===== src/rtl/bist_pkg.sv =====
// Shared BIST definitions: MISR width, the x^7+x^6+1 tap mask used by both the
// TPG and the MISR, the controller state encoding and the MISR step function.
package bist_pkg;

    localparam int MISR_W = 7;

    // Bits of the register XORed into the top feedback bit (x^7 + x^6 + 1).
    localparam logic [MISR_W-1:0] POLY_TAPS = 7'b110_0000;

    typedef enum logic [2:0] {
        IDLE    = 3'd0,
        INIT    = 3'd1,
        SHIFT   = 3'd2,
        CAPTURE = 3'd3,
        FLUSH   = 3'd4,
        DONE    = 3'd5
    } bist_state_t;

    function automatic logic [MISR_W-1:0] misr_step(input logic [MISR_W-1:0] q,
                                                    input logic [MISR_W-1:0] d);
        return {^(q & POLY_TAPS), q[MISR_W-3:0], q[MISR_W-1]} ^ d;
    endfunction

endpackage


===== src/rtl/misr7.sv =====
// 7-bit parallel-input MISR. Synchronous clear wins over enable; the next-state
// value is exported so the controller can judge the final signature on entry to DONE.
module misr7
    import bist_pkg::*;
(
    input  logic              clk_i,
    input  logic              rst_i,
    input  logic              clr_i,
    input  logic              en_i,
    input  logic [MISR_W-1:0] d_i,
    output logic [MISR_W-1:0] q_o,
    output logic [MISR_W-1:0] q_next_o
);

    logic [MISR_W-1:0] q_q;
    logic [MISR_W-1:0] q_d;

    // Next-state selection: clear, compact or hold.
    always_comb begin
        q_d = q_q;
        if (clr_i) begin
            q_d = {MISR_W{1'b0}};
        end else if (en_i) begin
            q_d = misr_step(q_q, d_i);
        end else begin
            q_d = q_q;
        end
    end

    // Signature register.
    always_ff @(posedge clk_i or posedge rst_i) begin
        if (rst_i) begin
            q_q <= {MISR_W{1'b0}};
        end else begin
            q_q <= q_d;
        end
    end

    assign q_o      = q_q;
    assign q_next_o = q_d;

endmodule


===== src/rtl/bist_misr_ctrl.sv =====
// BIST sequencer for the s9234 scan wrapper: drives shift/capture, compacts the
// seven scan-out chains into a MISR and reports pass/fail against GOLDEN.
module bist_misr_ctrl
    import bist_pkg::*;
#(
    parameter int                CHAIN_LEN    = 33,
    parameter int                NUM_PATTERNS = 100,
    parameter logic [MISR_W-1:0] GOLDEN       = 7'h00
) (
    input  logic              CK,
    input  logic              reset,
    input  logic              start,
    input  logic [MISR_W-1:0] so_chain,
    output logic              scan_en,
    output logic              bist_en,
    output logic              tpg_reset,
    output logic              busy,
    output logic              done,
    output logic              pass,
    output logic [MISR_W-1:0] signature
);

    localparam int SH_W  = $clog2(CHAIN_LEN + 1);
    localparam int PAT_W = $clog2(NUM_PATTERNS + 1);

    bist_state_t        state_q;
    logic [SH_W-1:0]    sh_cnt_q;
    logic [PAT_W-1:0]   pat_cnt_q;
    logic               scan_en_q;
    logic               bist_en_q;
    logic               tpg_reset_q;
    logic               busy_q;
    logic               done_q;
    logic               pass_q;
    logic               comp_q;
    logic               sh_last_s;
    logic               pat_last_s;
    logic               misr_clr_s;
    logic [MISR_W-1:0]  misr_q_s;
    logic [MISR_W-1:0]  misr_next_s;

    assign sh_last_s  = (sh_cnt_q == SH_W'(CHAIN_LEN - 1));
    assign pat_last_s = (pat_cnt_q == PAT_W'(NUM_PATTERNS - 1));
    assign misr_clr_s = (state_q == INIT);

    // Outputs trail the state by one edge so each pin is a flop; comp_q lines the
    // MISR up with the cycles where the scan_en pin actually shifts the CUT.
    always_ff @(posedge CK or posedge reset) begin
        if (reset) begin
            state_q     <= IDLE;
            sh_cnt_q    <= {SH_W{1'b0}};
            pat_cnt_q   <= {PAT_W{1'b0}};
            scan_en_q   <= 1'b0;
            bist_en_q   <= 1'b0;
            tpg_reset_q <= 1'b0;
            busy_q      <= 1'b0;
            done_q      <= 1'b0;
            pass_q      <= 1'b0;
            comp_q      <= 1'b0;
        end else begin
            scan_en_q   <= (state_q == INIT) || (state_q == SHIFT) || (state_q == FLUSH);
            bist_en_q   <= (state_q == INIT) || (state_q == SHIFT) ||
                           (state_q == CAPTURE) || (state_q == FLUSH);
            busy_q      <= (state_q == INIT) || (state_q == SHIFT) ||
                           (state_q == CAPTURE) || (state_q == FLUSH);
            tpg_reset_q <= (state_q == INIT);
            done_q      <= (state_q == DONE);
            // The first load unloads uninitialised flops, so it is never compacted.
            comp_q      <= ((state_q == SHIFT) && (pat_cnt_q != {PAT_W{1'b0}})) ||
                           (state_q == FLUSH);
            case (state_q)
                IDLE: begin
                    if (start) begin
                        state_q <= INIT;
                    end
                end
                INIT: begin
                    state_q   <= SHIFT;
                    sh_cnt_q  <= {SH_W{1'b0}};
                    pat_cnt_q <= {PAT_W{1'b0}};
                    pass_q    <= 1'b0;
                end
                SHIFT: begin
                    if (sh_last_s) begin
                        state_q  <= CAPTURE;
                        sh_cnt_q <= {SH_W{1'b0}};
                    end else begin
                        sh_cnt_q <= sh_cnt_q + SH_W'(1);
                    end
                end
                CAPTURE: begin
                    pat_cnt_q <= pat_cnt_q + PAT_W'(1);
                    state_q   <= pat_last_s ? FLUSH : SHIFT;
                end
                FLUSH: begin
                    if (sh_last_s) begin
                        state_q  <= DONE;
                        sh_cnt_q <= {SH_W{1'b0}};
                    end else begin
                        sh_cnt_q <= sh_cnt_q + SH_W'(1);
                    end
                end
                DONE: begin
                    if (!done_q) begin
                        pass_q <= (misr_next_s == GOLDEN);
                    end
                    if (start) begin
                        state_q <= INIT;
                    end
                end
                default: begin
                    state_q <= IDLE;
                end
            endcase
        end
    end

    misr7 u_misr (
        .clk_i    (CK),
        .rst_i    (reset),
        .clr_i    (misr_clr_s),
        .en_i     (comp_q),
        .d_i      (so_chain),
        .q_o      (misr_q_s),
        .q_next_o (misr_next_s)
    );

    assign scan_en   = scan_en_q;
    assign bist_en   = bist_en_q;
    assign tpg_reset = tpg_reset_q;
    assign busy      = busy_q;
    assign done      = done_q;
    assign pass      = pass_q;
    assign signature = misr_q_s;

endmodule


===== config.mk =====
export PLATFORM = sky130hd
export DESIGN_NAME = bist_misr_ctrl
export DESIGN_NICKNAME = d
export VERILOG_FILES = /design/src/rtl/bist_pkg.sv /design/src/rtl/misr7.sv /design/src/rtl/bist_misr_ctrl.sv
export SDC_FILE = /design/constraint.sdc
export NUM_CORES = 1
export LEC_CHECK = 0
export ABC_AREA = 1
export CAP_MARGIN = 30
export CORE_UTILIZATION = 50
export DETAILED_ROUTE_END_ITERATION = 10
export PLACE_DENSITY_LB_ADDON = 0.3
export SLEW_MARGIN = 20
export SYNTH_ARGS = -nofsm -noshare
export SYNTH_HDL_FRONTEND = slang
export SYNTH_SLANG_ARGS = --single-unit

===== constraint.sdc =====
create_clock -name CK -period 2.3 [get_ports CK]
set_clock_uncertainty 0.1 [all_clocks]
set_input_delay 0.345 -clock CK [delete_from_list [all_inputs] [get_ports CK]]
set_output_delay 0.345 -clock CK [all_outputs]
set_load 0.005 [all_outputs]

After elaboration in Yosys (flattened, before gate mapping)
Cells that the tools add are included.
{"block": "totals", "register_bits": 29, "output_inout_bits": 13, "elab_cells": 53}
{"block": "classes", "add_sub_neg": 2, "n_eq_ne": 11, "muxes": 12, "bitwise_logic": 1, "reduce_logical": 17}
{"cell": "3-bit case mux with 5 select lines", "count": 1}
{"cell": "7-bit 2-to-1 mux", "count": 2}
{"cell": "7-bit case mux with 2 select lines", "count": 1}
{"cell": "3-bit 2-to-1 mux", "count": 4}
{"cell": "6-bit case mux with 2 select lines", "count": 1}
{"cell": "7-bit by 1-bit adder with 7-bit output, second input constant", "count": 1}
{"cell": "7-bit equality test, second input constant", "count": 1}
{"cell": "7-bit zero test", "count": 1}
{"cell": "7-bit nonzero test", "count": 1}
{"cell": "7-bit parity", "count": 1}
{"cell": "7-bit XOR", "count": 1}
{"cell": "6-bit by 1-bit adder with 6-bit output, second input constant", "count": 1}
{"cell": "3-bit by 2-bit equality test with 1-bit output, second input constant", "count": 2}
{"cell": "3-bit equality test, second input constant", "count": 2}
{"cell": "6-bit equality test, second input constant", "count": 1}
{"cell": "6-bit 2-to-1 mux", "count": 1}
{"cell": "2-bit != test, second input constant", "count": 3}
{"cell": "2-bit nonzero test", "count": 3}
{"cell": "1-bit logical OR", "count": 5}
{"cell": "2-bit OR reduction", "count": 2}
{"cell": "3-bit by 1-bit equality test with 1-bit output, second input constant", "count": 1}
{"cell": "3-bit zero test", "count": 1}
{"cell": "3-bit AND reduction", "count": 1}
{"cell": "2-bit by 1-bit != test with 1-bit output, second input constant", "count": 1}
{"cell": "4 further kinds", "count": 4}

Longest topological paths before layout
Gate-level depths: netlist of the first run.
{"block": "logic_depth", "depth_word": 7, "depth_mapped": 9, "ltp_nobuf": 9}

Cells and area by module
Synthesis of the first run repeated with hierarchy kept, for this count alone.
{"block": "unflattened", "hier_cells": 200, "area_unflattened_um2": 1597.8}
{"mod": "bist_misr_ctrl", "instances": 1, "cells_per_inst": 149, "area_per_inst_um2": 1199.9, "seq_area_each_um2": 550.5}
{"mod": "misr7", "instances": 1, "cells_per_inst": 51, "area_per_inst_um2": 397.9, "seq_area_each_um2": 175.2}

Least setup slack after synthesis of the first run
Ideal clock, no wire load.
{"block": "synth_timing", "path_kind": "register to register", "start": "register pat_cnt_q[0]", "end": "register pat_cnt_q[6]", "arrival_time_ns": 1.066, "required_ns": 2.118, "setup_slack_ns": 1.051, "stages_incl_launch_ff": 8, "n_path_buf": 0, "synth_period_minus_slack_ns": 1.249, "cell_sequence": "dfrtp_1 -> ha_1 -> nand2_1 -> inv_1 -> nand3_1 -> o21ai_0 -> o21ai_0 -> o22ai_1"}
{"block": "synth_between", "elab_chain_len": 2}
{"item": "start, declared", "line_no": "bist_misr_ctrl.sv:28", "rtl": "logic [PAT_W-1:0] pat_cnt_q;"}
{"item": "start signal, assigned", "line_no": "bist_misr_ctrl.sv:52", "rtl": "pat_cnt_q <= {PAT_W{1'b0}};"}
{"item": "start signal, assigned", "line_no": "bist_misr_ctrl.sv:80", "rtl": "pat_cnt_q <= {PAT_W{1'b0}};"}
{"item": "start signal, assigned", "line_no": "bist_misr_ctrl.sv:92", "rtl": "pat_cnt_q <= pat_cnt_q + PAT_W'(1);"}
{"item": "7-bit by 1-bit adder with 7-bit output", "line_no": "bist_misr_ctrl.sv:92"}
{"item": "7-bit case mux with 2 select lines", "line_no": "bist_misr_ctrl.sv:71", "rtl": "case (state_q)"}
Every way passes these cells.
A chain may end at the register's enable or synchronous reset.

Worst setup path after layout of the first run
{"block": "layout_timing", "start": "register u_misr.q_q[5], in the netlist u_misr.q_o[5]", "end": "output port signature[5]"}
{"item": "start, declared", "line_no": "misr7.sv:15", "rtl": "logic [MISR_W-1:0] q_q;"}
{"item": "start signal, assigned", "line_no": "misr7.sv:33", "rtl": "q_q <= {MISR_W{1'b0}};"}
{"item": "start signal, assigned", "line_no": "misr7.sv:35", "rtl": "q_q <= q_d;"}
{"item": "end, declared", "line_no": "bist_misr_ctrl.sv:20", "rtl": "output logic [MISR_W-1:0] signature"}
No word-level cell between the ends.

==> flow_summary_export.csv, run 1 <==
group,metric,value,unit
run_status,status,"finished with violations",
run_status,violations,"design-rule violations",
logic_synthesis,synthesis.area,1550,um2
setup_path,crit_family,"buffers and inverters",
sta,min_period,1.69,ns
finish,layout.nets,237,
placement,io_buffers,22,
sta,setup_viol,0,
clock_network,hold_buffers,0,
finish,fill_cells,246,
setup_path,cp-start-kind,"register",
setup_path,crit_fanout,4,
placement,place_ws,0.697,ns
floorplanning,coreArea,2850,um2
sta,fmax,593,MHz
routing,antenna_left,0,
logic_synthesis,yosysTopAreaCellShare,46.8,%
finish,instances_no_fill,255,
setup_path,critical_path_required,1.86,ns
global_route,grt_usage,21.2,%
pwr,p_per_area,1120,nW/um2
global_route,globalRouteOverflowTotal,0,
global_route,grt_max_degree,30,
routing,route.detailed.drc,5,
pwr,p_leak,0.950,nW
sta,rsz0062_at_grt,"no",
routing,drt_iter0_drc,83,
sta,setup_tns,0,ns
setup_path,crit_slowest_cell,"clkdlybuf4s50_1",
placement,place_hpwl,2.28,mm
setup_path,crit_path_cell_trace,"clkdlybuf4s50_1",
clock_network,cts_tree,"done",
clock_network,cts_setup_buffers,0,
clock_network,clkLatencyLatePin,0.33,ns
floorplanning,initial_core_util,54.3,%
clock_network,cts-buffers-inserted,5,
sta,finalMaxSlewViolations,0,
clock_network,clockBufferDepth,2,
sta,finalHoldViolCount,0,
finish,drive_gt1_share,10.7,%
routing,wire_per_inst,11.6,um
setup_path,path_class,"register to primary output",
hold_path,min_path_type,"primary input to asynchronous set/reset pin",
floorplanning,dieWidth,57.7,um
logic_synthesis,synth_edf_count,0,
sta,worstMarginPinSlew,0.354,ns
clock_network,htreeDepth,2,
finish,areaGrowthSynthToFinish,20.2,%
logic_synthesis,ys_async_sr_fraction,100,%
logic_synthesis,yosysTopAreaCell,"dfrtp_1",
clock_network,cts.sinks,29,
logic_synthesis,synthFlopType,"dfrtp_1",
routing,firstDrtPassIters,7,
global_route,grt_pass1_wl,5.24,mm
logic_synthesis,synth_seq_area_share,46.8,%
routing,num_vias,1317,
setup_path,critPathArrivalTime,1.24,ns
sta,fin_crit_sh,73.3,%
setup_path,cp_num_buf_inv,1,
routing,vias_per_cell,5.16,
floorplanning,die-height,57.7,um
clock_network,root_buffer,"clkbuf_4",
pwr,peakVddDrop,0.592,mV
logic_synthesis,synth-seq-cells,29,
global_route,grt_pass1_vias,1269,
logic_synthesis,synth_nets,210,
pwr,totalPowerFinal,0.00209,W
job,maxCapViolCount,0,
floorplanning,die-area,3330,um2
floorplanning,rows,19,
setup_path,max_stage_delay,0.52,ns
sta,timing.slew.headroom,76.4,%
finish,num_antenna_cells,0,
clock_network,clk_pin_slew,0.09,ns
logic_synthesis,yosysUniqueCellTypes,27,
logic_synthesis,ys_top_cells_by_count,"44 x nand2_1, 34 x inv_1, 29 x dfrtp_1",
logic_synthesis,syn_area_per_cell,7.91,um2
clock_network,cts_resized,0,
routing,routed_wl,2.97,mm
setup_path,worst_setup_path_end_kind,"primary output",
floorplanning,ioPinCount,23,
logic_synthesis,ys_warn_count,0,
global_route,antenna_found_initial,0,
logic_synthesis,ys_top_cells_by_area,"dfrtp_1 47%, nand2_1 11%, inv_1 8.2%",
logic_synthesis,yosysMostFrequentCell,"nand2_1",
placement,gp_congestion,0.842,
placement,placed_cells,247,
logic_synthesis,syn-instance-count,196,
sta,setup_ws,0.615,ns
path summary, 6_finish.rpt:
| check | startpoint | to | slack, ns | cells past startpoint |
|---|---|---|---|---|
| hold reg to reg | pass$_DFFE_PP0P_ | pass$_DFFE_PP0P_ | 0.42 | 2 |
| setup / recovery | u_misr.q_o[5]$_DFF_PP0_ | signature[5] | 0.61 | 1 |
| setup reg to reg | state_q[2]$_DFFE_PP0P_ | pass$_DFFE_PP0P_ | 0.77 | 9 |
| max in group asynchronous | reset | u_misr.q_o[4]$_DFF_PP0_ | 1.56 | 3 |
| hold / removal | reset | state_q[1]$_DFFE_PP0P_ | 0.28 | 3 |
| min in group CK | pass$_DFFE_PP0P_ | pass$_DFFE_PP0P_ | 0.42 | 2 |
layer usage:
metal  GRT usage [%]  vias up  routed length, um
li1                -      674                  -
met1            25.0      600               1280
met4            10.5        0                 61
met2            35.0       37               1460
met3            6.92        6                163
met5               0        -                  0
placed cells by master (no fill, tap or decap), types with 3 or more instances in the layout:
master,count
nand2_1,44
inv_1,34
dfrtp_1,29
clkdlybuf4s50_1,22
nand3_1,20
nor2_1,13
o21ai_0,8
o21ai_1,8
nand3_2,6
inv_2,5
clkbuf_4,5
ha_1,4
nand2_2,3
xor2_1,3
nor3_1,3
final cells by class:
class	count	area [um2]	area share, %
flip-flops and latches	29	726	39.0
multi-input cells	124	648	34.8
repair buffers	23	228	12.2
inverters	40	153	8.19
clock buffers	7	65.1	3.49
well taps	31	38.8	2.08
clock inverters	1	5.00	0.269
worst reg2reg max path, stage by stage, from the launching register on:
cell,delay [ns]
dfrtp_1,0.46
inv_4,0.13
nand3_2,0.26
nand2_1,0.15
inv_1,0.04
nand2_1,0.06
nand2_1,0.05
nor2_1,0.08
nand3_1,0.07
nand2_1,0.06
registers in the layout, indices dropped and copies added (netlist names):
name and cells:
pat_cnt_q 7, u_misr.q_o 7, sh_cnt_q 6, state_q 3
busy 1, comp_q 1, done 1, pass 1
scan_en 1, tpg_reset 1
cells by family after synthesis:
group	Yosys count	synth area share (%)
compound gates	23	8.39
xor+xnor	4	2.26
fa+ha+maj	4	3.23
buf+inv	43	11.4
flops	29	46.8
simple gates	93	27.9
per-stage QoR:
step | util, % | hold WS (ns) | cell area, um2
4_1_cts | 65.3 | 0.283 | 1860
6_report | 65.3 | 0.279 | 1860
5_1_grt | 65.3 | 0.311 | 1860
3_5_place_dp | 62.9 | 0.415 | 1790
3_3_place_gp | 62.9 | 0.403 | 1790
2_1_floorplan | - | 0.323 | 1550
where the power goes:
part / switching [W] / internal, W / leakage (nW)
logic: 0.000505 / 0.000404 / 0.530
clock network: 0.000177 / 0.000177 / 0.0413
registers: 0.000157 / 0.000671 / 0.378
Note: power is estimated with default switching activity, not from simulation.
==> inputs of run 2 (changes only) <==
Settings changed: CORE_UTILIZATION 50 to 48.
Clock period 2.3 ns to 1.55 ns, I/O delays scaled along.
==> run 2 against run 1 <==
  * The run now ends clean
  * Sequential cell count unchanged
  * Clock power rose by 32%
  * Global-route usage down 0.36 points
  * Largest cell class unchanged
  * Total power up 52%
==> flow_summary_export.csv, run 2 (same netlist as run 1, synthesis figures left out) <==
group,metric,value,unit
run_status,status,"finished clean",
setup_path,crit_path_cell_trace,"clkdlybuf4s50_1",
routing,antenna_left,0,
finish,final_cell_mix,"44 x nand2_1, 34 x inv_1, 28 x dfrtp_1",
routing,route.detailed.drc,0,
clock_network,clkLatencyLatePin,0.33,ns
pwr,swShare,40.0,%
setup_path,worst_setup_path_end_kind,"primary output",
routing,drt_iter0_drc,68,
floorplanning,die-area,3460,um2
finish,areaGrowthSynthToFinish,27.0,%
placement,placed_cell_area,1840,um2
pwr,peakVddDrop,0.801,mV
pwr,combPwrFrac,46.9,%
floorplanning,die-height,58.8,um
finish,fin_util,64.5,%
finish,num_antenna_cells,0,
sta,fmax,678,MHz
global_route,grt_pass1_vias,1258,
pwr,power.switching,0.00127,W
sta,fin_crit_sh,95.2,%
placement,gp_congestion,0.840,
floorplanning,initial_core_util,50.8,%
global_route,antenna_found_initial,0,
pwr,totalPowerFinal,0.00317,W
sta,setup_tns,0,ns
routing,vias_per_cell,4.80,
routing,firstDrtPassIters,4,
sta,setup_viol,0,
setup_path,crit_slowest_cell,"clkdlybuf4s50_1",
finish,mostFrequentLayoutCell,"nand2_1",
setup_path,reg2reg_slack,0.14,ns
setup_path,critical_path_required,1.22,ns
job,maxCapViolCount,0,
setup_path,r2r_start,"state_q[2]$_DFFE_PP0P_",
finish,fin_area,1970,um2
finish,drive_gt1_share,14.2,%
floorplanning,ioPinCount,23,
clock_network,clockBufferDepth,2,
setup_path,cp_num_buf_inv,1,
routing,wire_per_inst,10.9,um
floorplanning,coreArea,3050,um2
setup_path,crit_fanout,1,
pwr,p_leak,1.08,nW
setup_path,cp-start-kind,"register",
placement,io_buffers,22,
placement,place_hpwl,2.20,mm
floorplanning,dieWidth,58.8,um
sta,worstMarginPinSlew,0.262,ns
setup_path,critPathLaunch,"tpg_reset$_DFF_PP0_",
setup_path,crit_family,"buffers and inverters",
global_route,grt_max_degree,30,
setup_path,critPathArrivalTime,1.14,ns
finish,instances_no_fill,276,
clock_network,root_buffer,"clkbuf_4",
pwr,seqPwrFrac,38.3,%
global_route,globalRouteOverflowTotal,0,
clock_network,clk_pin_slew,0.09,ns
sta,timing.slew.headroom,82.4,%
setup_path,worst-r2r-cell-count,9,
routing,routed_wl,3.00,mm
floorplanning,rows,20,
placement,placed_cells,262,
pwr,cell_internal_pwr,0.00190,W
routing,num_vias,1324,
global_route,grt_usage,20.8,%
hold_path,min_path_type,"primary input to asynchronous set/reset pin",
sta,finalMaxSlewViolations,0,
finish,layout.nets,246,
clock_network,cts-buffers-inserted,5,
sta,rsz0062_at_grt,"no",
clock_network,cts.sinks,29,
clock_network,htreeDepth,2,
sta,finalHoldViolCount,0,
clock_network,cts_tree,"done",
pwr,p_per_area,1610,nW/um2
setup_path,max_stage_delay,0.49,ns
setup_path,cp.depth,1,
setup_path,path_class,"register to primary output",
global_route,grt_pass1_wl,5.22,mm
pwr,p_clk_share,14.7,%
sta,min_period,1.48,ns
[run 2: cell count changes in the layout (fill, tap and decap cells not counted), moves of 4 or more]
| cell | delta |
|---|---|
| dlymetal6s2s_1 | +7 |
| buf_4 | +8 |
| dlygate4sd2_1 | +4 |
| clkdlybuf4s50_1 | -11 |
[run 2: worst paths after layout]
kind                                          end
min in group CK                  pass$_DFFE_PP0P_
min reg2reg                      pass$_DFFE_PP0P_
max reg2reg                      pass$_DFFE_PP0P_
max                                     tpg_reset
max in group asynchronous        comp_q$_DFF_PP0_
min                        state_q[2]$_DFFE_PP0P_
[run 2: power groups by stage]
stage	logic [W]	registers [W]	clock network (W)
3_3_place_gp	0.00137	0.00124	0
3_5_place_dp	0.00139	0.00125	0
4_1_cts	0.00148	0.00121	0.000483
2_1_floorplan	0.000931	0.00120	0
6_report	0.00149	0.00121	0.000467
5_1_grt	0.00171	0.00125	0.000516
[run 2: tightest hold or removal path: cells and delay by family]
family / cells / cell delay (ns)
buf+inv: 3 / 0.68
[run 2: repair_timing]
| action | in CTS | in global routing |
|---|---|---|
| setup endpoints to repair | 9 | 9 |
| setup buffers | 5 | 2 |
| gates cloned | 0 | 0 |
| hold buffers | 0 | 0 |
| resized for setup | 4 | 11 |
[run 2: final cells by class]
cell class / instances / area [um2]
Clock buffer: 7 / 55.1
Fill cell: 290 / 1080
Inverter: 40 / 153
Multi-Input combinational cell: 124 / 658
Sequential cell: 29 / 727
Tap cell: 44 / 55.1
Timing Repair Buffer: 32 / 320
[run 2: per-layer routing]
metal | track usage [%] | wire length [um] | vias to the layer above
li1 | - | - | 694
met1 | 25.6 | 1410 | 597
met2 | 33.6 | 1410 | 28
met3 | 4.62 | 143 | 5
met4 | 12.2 | 36 | 0
met5 | 0 | 0 | -
[run 2: through the flow]
step,hold WS (ns),setup slack (ns)
2_1_floorplan,0.211,0.301
3_3_place_gp,0.380,0.0786
3_5_place_dp,0.379,0.0661
4_1_cts,0.118,0.0108
5_1_grt,0.135,0.0108
6_report,0.122,0.0742
